**config.mk**
```make
export PLATFORM = sky130hd
export DESIGN_NAME = frame_buffer_manager
export DESIGN_NICKNAME = d
export VERILOG_FILES = /design/src/rtl/fb_pkg.sv /design/src/rtl/vsync_edge_sync.sv /design/src/rtl/frame_buffer_manager.sv
export SDC_FILE = /design/constraint.sdc
export NUM_CORES = 1
export LEC_CHECK = 0
export ABC_AREA = 1
export CORE_AREA = 2 2 89 91
export DETAILED_ROUTE_END_ITERATION = 10
export DIE_AREA = 0 0 91 93
export PLACE_DENSITY = 0.81
export RECOVER_POWER = 100
export SYNTH_ARGS = -nofsm -noshare
export SYNTH_HDL_FRONTEND = slang
export SYNTH_SLANG_ARGS = --single-unit
export TNS_END_PERCENT = 100
```
**constraint.sdc**
```tcl
create_clock -name clk_100Mhz -period 1.42 [get_ports clk_100Mhz]
set_input_delay 0.284 -clock clk_100Mhz [delete_from_list [all_inputs] [get_ports clk_100Mhz]]
set_output_delay 0.284 -clock clk_100Mhz [all_outputs]
set_load 0.01 [all_outputs]
```
**src/rtl/fb_pkg.sv**
```systemverilog
// Shared definitions for the triple-buffered DDR frame store: buffer indices,
// writer FSM states and the default frame placement used by writer and reader.
package fb_pkg;

  typedef logic [1:0] buf_idx_t;

  localparam int unsigned NUM_BUF = 3;

  typedef enum logic {
    W_IDLE   = 1'b0,
    W_ACTIVE = 1'b1
  } wr_state_t;

  localparam logic [31:0] FB_BASE_ADDR    = 32'h0100_0000;
  localparam logic [31:0] FB_FRAME_STRIDE = 32'h0004_0000;

endpackage

```
**src/rtl/vsync_edge_sync.sv**
```systemverilog
// Brings the pixel-domain VSYNC level into the AXI clock domain and emits a
// one-cycle pulse on its synchronized rising edge.
module vsync_edge_sync (
  input  logic clk,
  input  logic rst,
  input  logic async_in,
  output logic rise
);

  logic meta;
  logic sync;
  logic prev;

  // All stages reset high so a VSYNC already high at reset release is not an edge.
  always_ff @(posedge clk) begin
    if (rst) begin
      meta <= 1'b1;
      sync <= 1'b1;
      prev <= 1'b1;
    end else begin
      meta <= async_in;
      sync <= meta;
      prev <= sync;
    end
  end

  assign rise = sync & ~prev;

endmodule

```
**src/rtl/frame_buffer_manager.sv**
```systemverilog
// Triple-buffer scheduler: hands the camera writer and HDMI reader separate DDR
// frame buffers and swaps them only at frame boundaries so the display never tears.
module frame_buffer_manager
  import fb_pkg::*;
#(
  parameter int unsigned ADDR_WIDTH   = 32,
  parameter logic [31:0] BASE_ADDR    = FB_BASE_ADDR,
  parameter logic [31:0] FRAME_STRIDE = FB_FRAME_STRIDE,
  parameter int unsigned CNT_WIDTH    = 16
) (
  input  logic                  clk_100Mhz,
  input  logic                  rst,
  input  logic                  wr_frame_start,
  input  logic                  wr_frame_done,
  output logic [ADDR_WIDTH-1:0] wr_base_addr,
  output logic                  wr_active,
  input  logic                  rd_vsync_async,
  output logic                  rd_frame_done,
  output logic [ADDR_WIDTH-1:0] rd_base_addr,
  output logic [CNT_WIDTH-1:0]  drop_cnt,
  output logic [CNT_WIDTH-1:0]  repeat_cnt
);

  localparam logic [ADDR_WIDTH-1:0] ADDR0 = ADDR_WIDTH'(64'(BASE_ADDR));
  localparam logic [ADDR_WIDTH-1:0] ADDR1 = ADDR_WIDTH'(64'(BASE_ADDR) + 64'(FRAME_STRIDE));
  localparam logic [ADDR_WIDTH-1:0] ADDR2 =
    ADDR_WIDTH'(64'(BASE_ADDR) + 64'(FRAME_STRIDE) + 64'(FRAME_STRIDE));
  localparam buf_idx_t LAST_IDX = buf_idx_t'(NUM_BUF - 1);

  function automatic logic [ADDR_WIDTH-1:0] base_of(input buf_idx_t idx);
    case (idx)
      buf_idx_t'(1): return ADDR1;
      LAST_IDX:      return ADDR2;
      default:       return ADDR0;
    endcase
  endfunction

  wr_state_t state;
  buf_idx_t  wr_idx, rd_idx, rdy_idx;
  buf_idx_t  wr_idx_n, rd_idx_n, rdy_idx_n;
  logic      rdy_valid, rdy_valid_n;
  logic      vs_rise;
  logic      wr_swap;

  vsync_edge_sync u_vsync (
    .clk      (clk_100Mhz),
    .rst      (rst),
    .async_in (rd_vsync_async),
    .rise     (vs_rise)
  );

  assign wr_swap = (state == W_ACTIVE) && wr_frame_done;

  // Buffer rotation; a simultaneous write swap and VSYNC hands the fresh frame
  // straight to the reader, and the reader's old buffer becomes the spare.
  always_comb begin
    wr_idx_n    = wr_idx;
    rd_idx_n    = rd_idx;
    rdy_idx_n   = rdy_idx;
    rdy_valid_n = rdy_valid;
    if (wr_swap && vs_rise) begin
      rd_idx_n    = wr_idx;
      wr_idx_n    = rdy_idx;
      rdy_idx_n   = rd_idx;
      rdy_valid_n = 1'b0;
    end else if (wr_swap) begin
      rdy_idx_n   = wr_idx;
      wr_idx_n    = rdy_idx;
      rdy_valid_n = 1'b1;
    end else if (vs_rise && rdy_valid) begin
      rd_idx_n    = rdy_idx;
      rdy_idx_n   = rd_idx;
      rdy_valid_n = 1'b0;
    end
  end

  always_ff @(posedge clk_100Mhz) begin
    if (rst) begin
      state         <= W_IDLE;
      wr_active     <= 1'b0;
      wr_idx        <= buf_idx_t'(0);
      rd_idx        <= buf_idx_t'(1);
      rdy_idx       <= buf_idx_t'(2);
      rdy_valid     <= 1'b0;
      wr_base_addr  <= ADDR0;
      rd_base_addr  <= ADDR1;
      rd_frame_done <= 1'b0;
      drop_cnt      <= '0;
      repeat_cnt    <= '0;
    end else begin
      case (state)
        W_IDLE: begin
          if (wr_frame_start) begin
            state     <= W_ACTIVE;
            wr_active <= 1'b1;
          end
        end
        W_ACTIVE: begin
          if (wr_frame_done) begin
            state     <= W_IDLE;
            wr_active <= 1'b0;
          end
        end
        default: begin
          state     <= W_IDLE;
          wr_active <= 1'b0;
        end
      endcase

      wr_idx        <= wr_idx_n;
      rd_idx        <= rd_idx_n;
      rdy_idx       <= rdy_idx_n;
      rdy_valid     <= rdy_valid_n;
      wr_base_addr  <= base_of(wr_idx_n);
      rd_base_addr  <= base_of(rd_idx_n);
      rd_frame_done <= vs_rise;

      if (wr_swap && rdy_valid && (drop_cnt != '1))
        drop_cnt <= drop_cnt + CNT_WIDTH'(1);
      if (vs_rise && !wr_swap && !rdy_valid && (repeat_cnt != '1))
        repeat_cnt <= repeat_cnt + CNT_WIDTH'(1);
    end
  end

endmodule
```
Word-level counts from Yosys, hierarchy flattened
Cells that the tools add are included.
Operators by class
  add/subtract/negate cells: 2
  equality and inequality tests: 8
  mux-type cells: 18
  bitwise logic cells: 3
  reductions and logical operators: 14
Operators with widths (number)
  one-hot mux 20 bit (2 select lines): 2
  adder 16 x 1 -> 16 bit, second input constant: 2
  != test 16 bit, second input constant: 2
  2-to-1 mux 2 bit: 8
  logical AND 1 bit: 8
  2-to-1 mux 1 bit: 6
  == test 2 x 1 -> 1 bit, second input constant: 2
  == test 2 bit, second input constant: 2
  != test 2 bit, second input constant: 2
  one-hot mux 1 bit (2 select lines): 2
  nonzero test 3 bit: 1
  logical NOT 1 bit: 2
  NOT 1 bit: 2
  AND reduction 2 bit: 1
  nonzero test 2 bit: 1
  OR reduction 2 bit: 1
  bitwise AND 1 bit: 1
Storage, ports and cells
  register bits after elaboration: 109
  bits of input ports: 5
  output and inout port bits: 98
  word-level logic and storage cells: 59

Longest topological paths before layout
  depth after elaboration: 8
  mapped depth: 10
  mapped depth without buffers: 10

Cells and area by module
A second synthesis with hierarchy kept.
Unflattened totals
  cells, all modules: 435
  area total of the unflattened synthesis: 2935.3 um2
By module, submodules not included
  frame_buffer_manager: instances 1, cells an instance 424, area each 2842.7 um2, seq. area each 920.9 um2
  vsync_edge_sync: instances 1, cells an instance 11, area each 92.6 um2, seq. area each 60.1 um2

Least setup slack after synthesis
Ideal clock, no wire load.
  path kind: reg2reg
  from: register repeat_cnt[0]
  to: register repeat_cnt[2]
  library setup time: 0.135 ns
  data arrival time: 1.412 ns
  required time: 1.285 ns
  slack: -0.127 ns
  cell stages (with the launch flop): 10
  period minus slack after synthesis: 1.547 ns
  cell sequence: dfxtp_1 -> ha_1 -> nand2_1 -> nor2_1 -> nand2_1 -> nor2_1 -> nor2_4 -> buf_8 -> nand2_2 -> a21oi_2
Between the ends
  cells in the longest elaborated chain, start to end: 2
  elaborated cells between the ends (all ways): 3
  those cells by class: add/sub (1); eq/ne (1); reduce/logical (1)
RTL lines
  start: declaration: RTL line frame_buffer_manager.sv:21  | output logic [CNT_WIDTH-1:0] repeat_cnt
  start signal: assignment: RTL line frame_buffer_manager.sv:121  | repeat_cnt <= repeat_cnt + CNT_WIDTH'(1);
  branches (longest 2 deep; another with adder 16 x 1 -> 16 bit)
Several ways; the timed one is not identified.
A chain may end at the register's enable or synchronous reset.

Final worst setup path
  from: register repeat_cnt[0]
  to: register repeat_cnt[15]
Same word-level chain as after synthesis.

==> out/metrics.cfg <==
[floorplanning]
coreArea_mm2=0.00753
pin_count=103
die_w_um=91
initial_core_util_pct=39.6
design.die.area_mm2=0.00846
row_count=32
dieHeight_um=93

[placed_design]
dp_hpwl_mm=4.94
dpl-instance-area_mm2=0.00367
dp_slack_ns=-0.296
port_buffers=42
routabilityCongestion=0.909

[status]
run_status=finished with violations
violations=negative setup slack

[global_route]
grt_pass1_vias=2644
globalRouteTotalUtil_pct=15.6
antenna_found_initial=0
grt_max_degree=20
grt_pass1_wl_mm=11.1
grt-ovfl-total=0

[setup_path]
cp-start-kind=register
critPathRequiredTime_ns=1.63
end_kind=register
critPathKind=reg2reg
critPathArrivalTime_ns=1.66
slowest_delay_ns=0.36
cp_max_fo=4
cp_slowest_cell=dfxtp_2
path_cells=buf_4, buf_4, inv_1, nor2_4, nand3_2, nor2_2, nand3_2, nand2_1, nor2_1

[cts]
clock-sinks=49
cts_tree=done
path_clk_slew_ns=0.09
cts_root_buffer=clkbuf_8
numCtsBuffers=5
htreeDepth=2
cts_max_path_buffers=2
clk_latency_ns=0.31

[timing]
finClkSkew_ns=0.00725
setup_viol=4
postLayoutSetupSlackWorst_ns=-0.0303
fin_crit_ns=1.45
post-route-period-util_pct=102
rsz0062_at_grt=yes
fmax_ghz=0.690
drv_slew=0
timing.final.hold_violations=0
holdWs_ns=0.391

[pwr]
power_density_mw_per_mm2=655
p_total_w=0.00274
ir_drop_uv=562
p_leak_nw=2.10

[hold_path]
hold_path_class=in2reg

[final_layout]
design_area_mm2=0.00418
syn_to_final_growth_pct=40.4
nFillCells=677
drive_gt1_share_pct=32.6
antenna-diode-count=0
final_core_util_pct=55.6
nNetsFinal=522

[logic_synthesis]
ys_types=33
ys_warn_count=0
netlist_instances=415
synth_area_mm2=0.00298
synth-seq-cells=49
synth.avg_cell_area_um2=7.18
yosysSeqAreaShare_pct=32.9

[flow_run]
max-cap-violations=0

[drt]
drt_iter0_markers=90
wl_per_cell_um=11.8
viasPerCell=4.59
drc=0
wirelength_mm=7.30
final_antenna_net_count=0
drtPass1Iterations=6
vias=2834

logic make-up after synthesis:
group | Yosys count | synth area share [%]
simple gates | 209 | 32.5
buf+inv | 100 | 21.0
flops | 49 | 32.9
compound gates | 40 | 8.53
xor+xnor | 11 | 3.23
fa+ha+maj | 2 | 0.840
other cells | 2 | 0.252
mux | 2 | 0.672
cell usage after synthesis:
cell	n	area share, %
a21oi_1	19	3.2
a21oi_2	9	2.6
buf_2	1	0.17
buf_4	61	15
buf_6	1	0.38
buf_8	1	0.50
clkbuf_1	3	0.38
conb_1	2	0.25
dfxtp_1	49	33
ha_1	2	0.84
inv_1	29	3.7
inv_2	3	0.38
inv_4	1	0.21
mux2i_1	2	0.67
nand2_1	97	12
nand2_2	10	2.1
nand2_4	2	0.76
nand3_1	24	4.0
nand3b_1	3	0.76
nand4_1	10	2.1
nor2_1	47	5.9
nor2_2	3	0.63
nor2_4	3	1.1
nor2_8	2	1.3
nor3_1	4	0.67
o211ai_1	1	0.25
o21ai_0	8	1.3
o21ai_2	1	0.29
o21ai_4	1	0.55
o21bai_1	1	0.25
or2_2	4	0.84
xnor2_1	3	0.88
xor2_1	8	2.4
state kept, by name, indices dropped and copies added (netlist names):
signal / flops
drop_cnt: 16
rd_base_addr: 2
rd_frame_done: 1
rd_idx: 2
rdy_idx: 2
rdy_valid: 1
repeat_cnt: 16
state: 1
u_vsync.meta: 1
u_vsync.prev: 1
u_vsync.sync: 1
wr_active: 1
wr_base_addr: 2
wr_idx: 2
worst paths after layout:
check | start | end | slack, ns | cells past startpoint
setup / recovery | repeat_cnt[0] | repeat_cnt[15] | -0.03 | 9
hold / removal | wr_frame_done | state | 0.39 | 4
hold reg to reg | u_vsync.meta | u_vsync.sync | 0.41 | 1
setup reg to reg | repeat_cnt[0] | repeat_cnt[15] | -0.03 | 9
per-stage QoR:
step,instances,setup TNS (ns)
5_1_grt,618,-1.15
3_3_place_gp,601,-6.89
6_report,618,-0.0698
3_5_place_dp,601,-8.17
4_1_cts,612,-0.00919
2_1_floorplan,473,0
placed cells by master, fill, tap and decap left out, drive strengths merged, types with 2 or more instances in the layout:
| cell | instances |
|---|---|
| nand2 | 109 |
| conb | 60 |
| buf | 58 |
| nor2 | 55 |
| dfxtp | 49 |
| dlygate4sd2 | 37 |
| inv | 33 |
| a21oi | 28 |
| nand3 | 24 |
| o21ai | 11 |
| nand4 | 10 |
| xor2 | 8 |
| clkbuf | 8 |
| or2 | 4 |
| nor3 | 4 |
| nand3b | 3 |
| clkdlybuf4s50 | 3 |
| xnor2 | 3 |
| mux2i | 2 |
| ha | 2 |
critical path, delay by kind of cell, from the launching register on:
family	cells	cell delay, ns
buf+inv	3	0.29
simple gates	6	0.71
flops	1	0.36
repair_timing:
action / in CTS / in global routing
setup endpoints to repair: 58 / 38
gates cloned: 0 / 2
hold buffers: 0 / 0
gates resized for setup: 53 / 72
buffers inserted: 3 / 5
pin swaps: 6 / 32
final cells by class:
class / instances / area [µm²] / area share [%]
Inverter: 33 / 126 / 3.02
Multi-Input combinational cell: 325 / 1910 / 45.7
Clock inverter: 2 / 37.5 / 0.897
Timing Repair Buffer: 101 / 901 / 21.5
Sequential cell: 49 / 997 / 23.8
Clock buffer: 6 / 82.6 / 1.97
Tap cell: 102 / 128 / 3.05
per-layer routing:
metal | track usage, % | vias to the layer above | part of all wire (%)
met5 | 0 | - | 0
met3 | 3.14 | 6 | 5.5
met4 | 4.67 | 0 | 0.92
met2 | 29.1 | 108 | 54
met1 | 17.9 | 1329 | 39
li1 | - | 1391 | -
report_power, final:
part           switching, W  internal, W
clock network      0.000481     0.000573
registers         0.0000158      0.00140
logic              0.000184    0.0000893
total              0.000680      0.00206
Note: power is estimated with default switching activity, not from simulation.
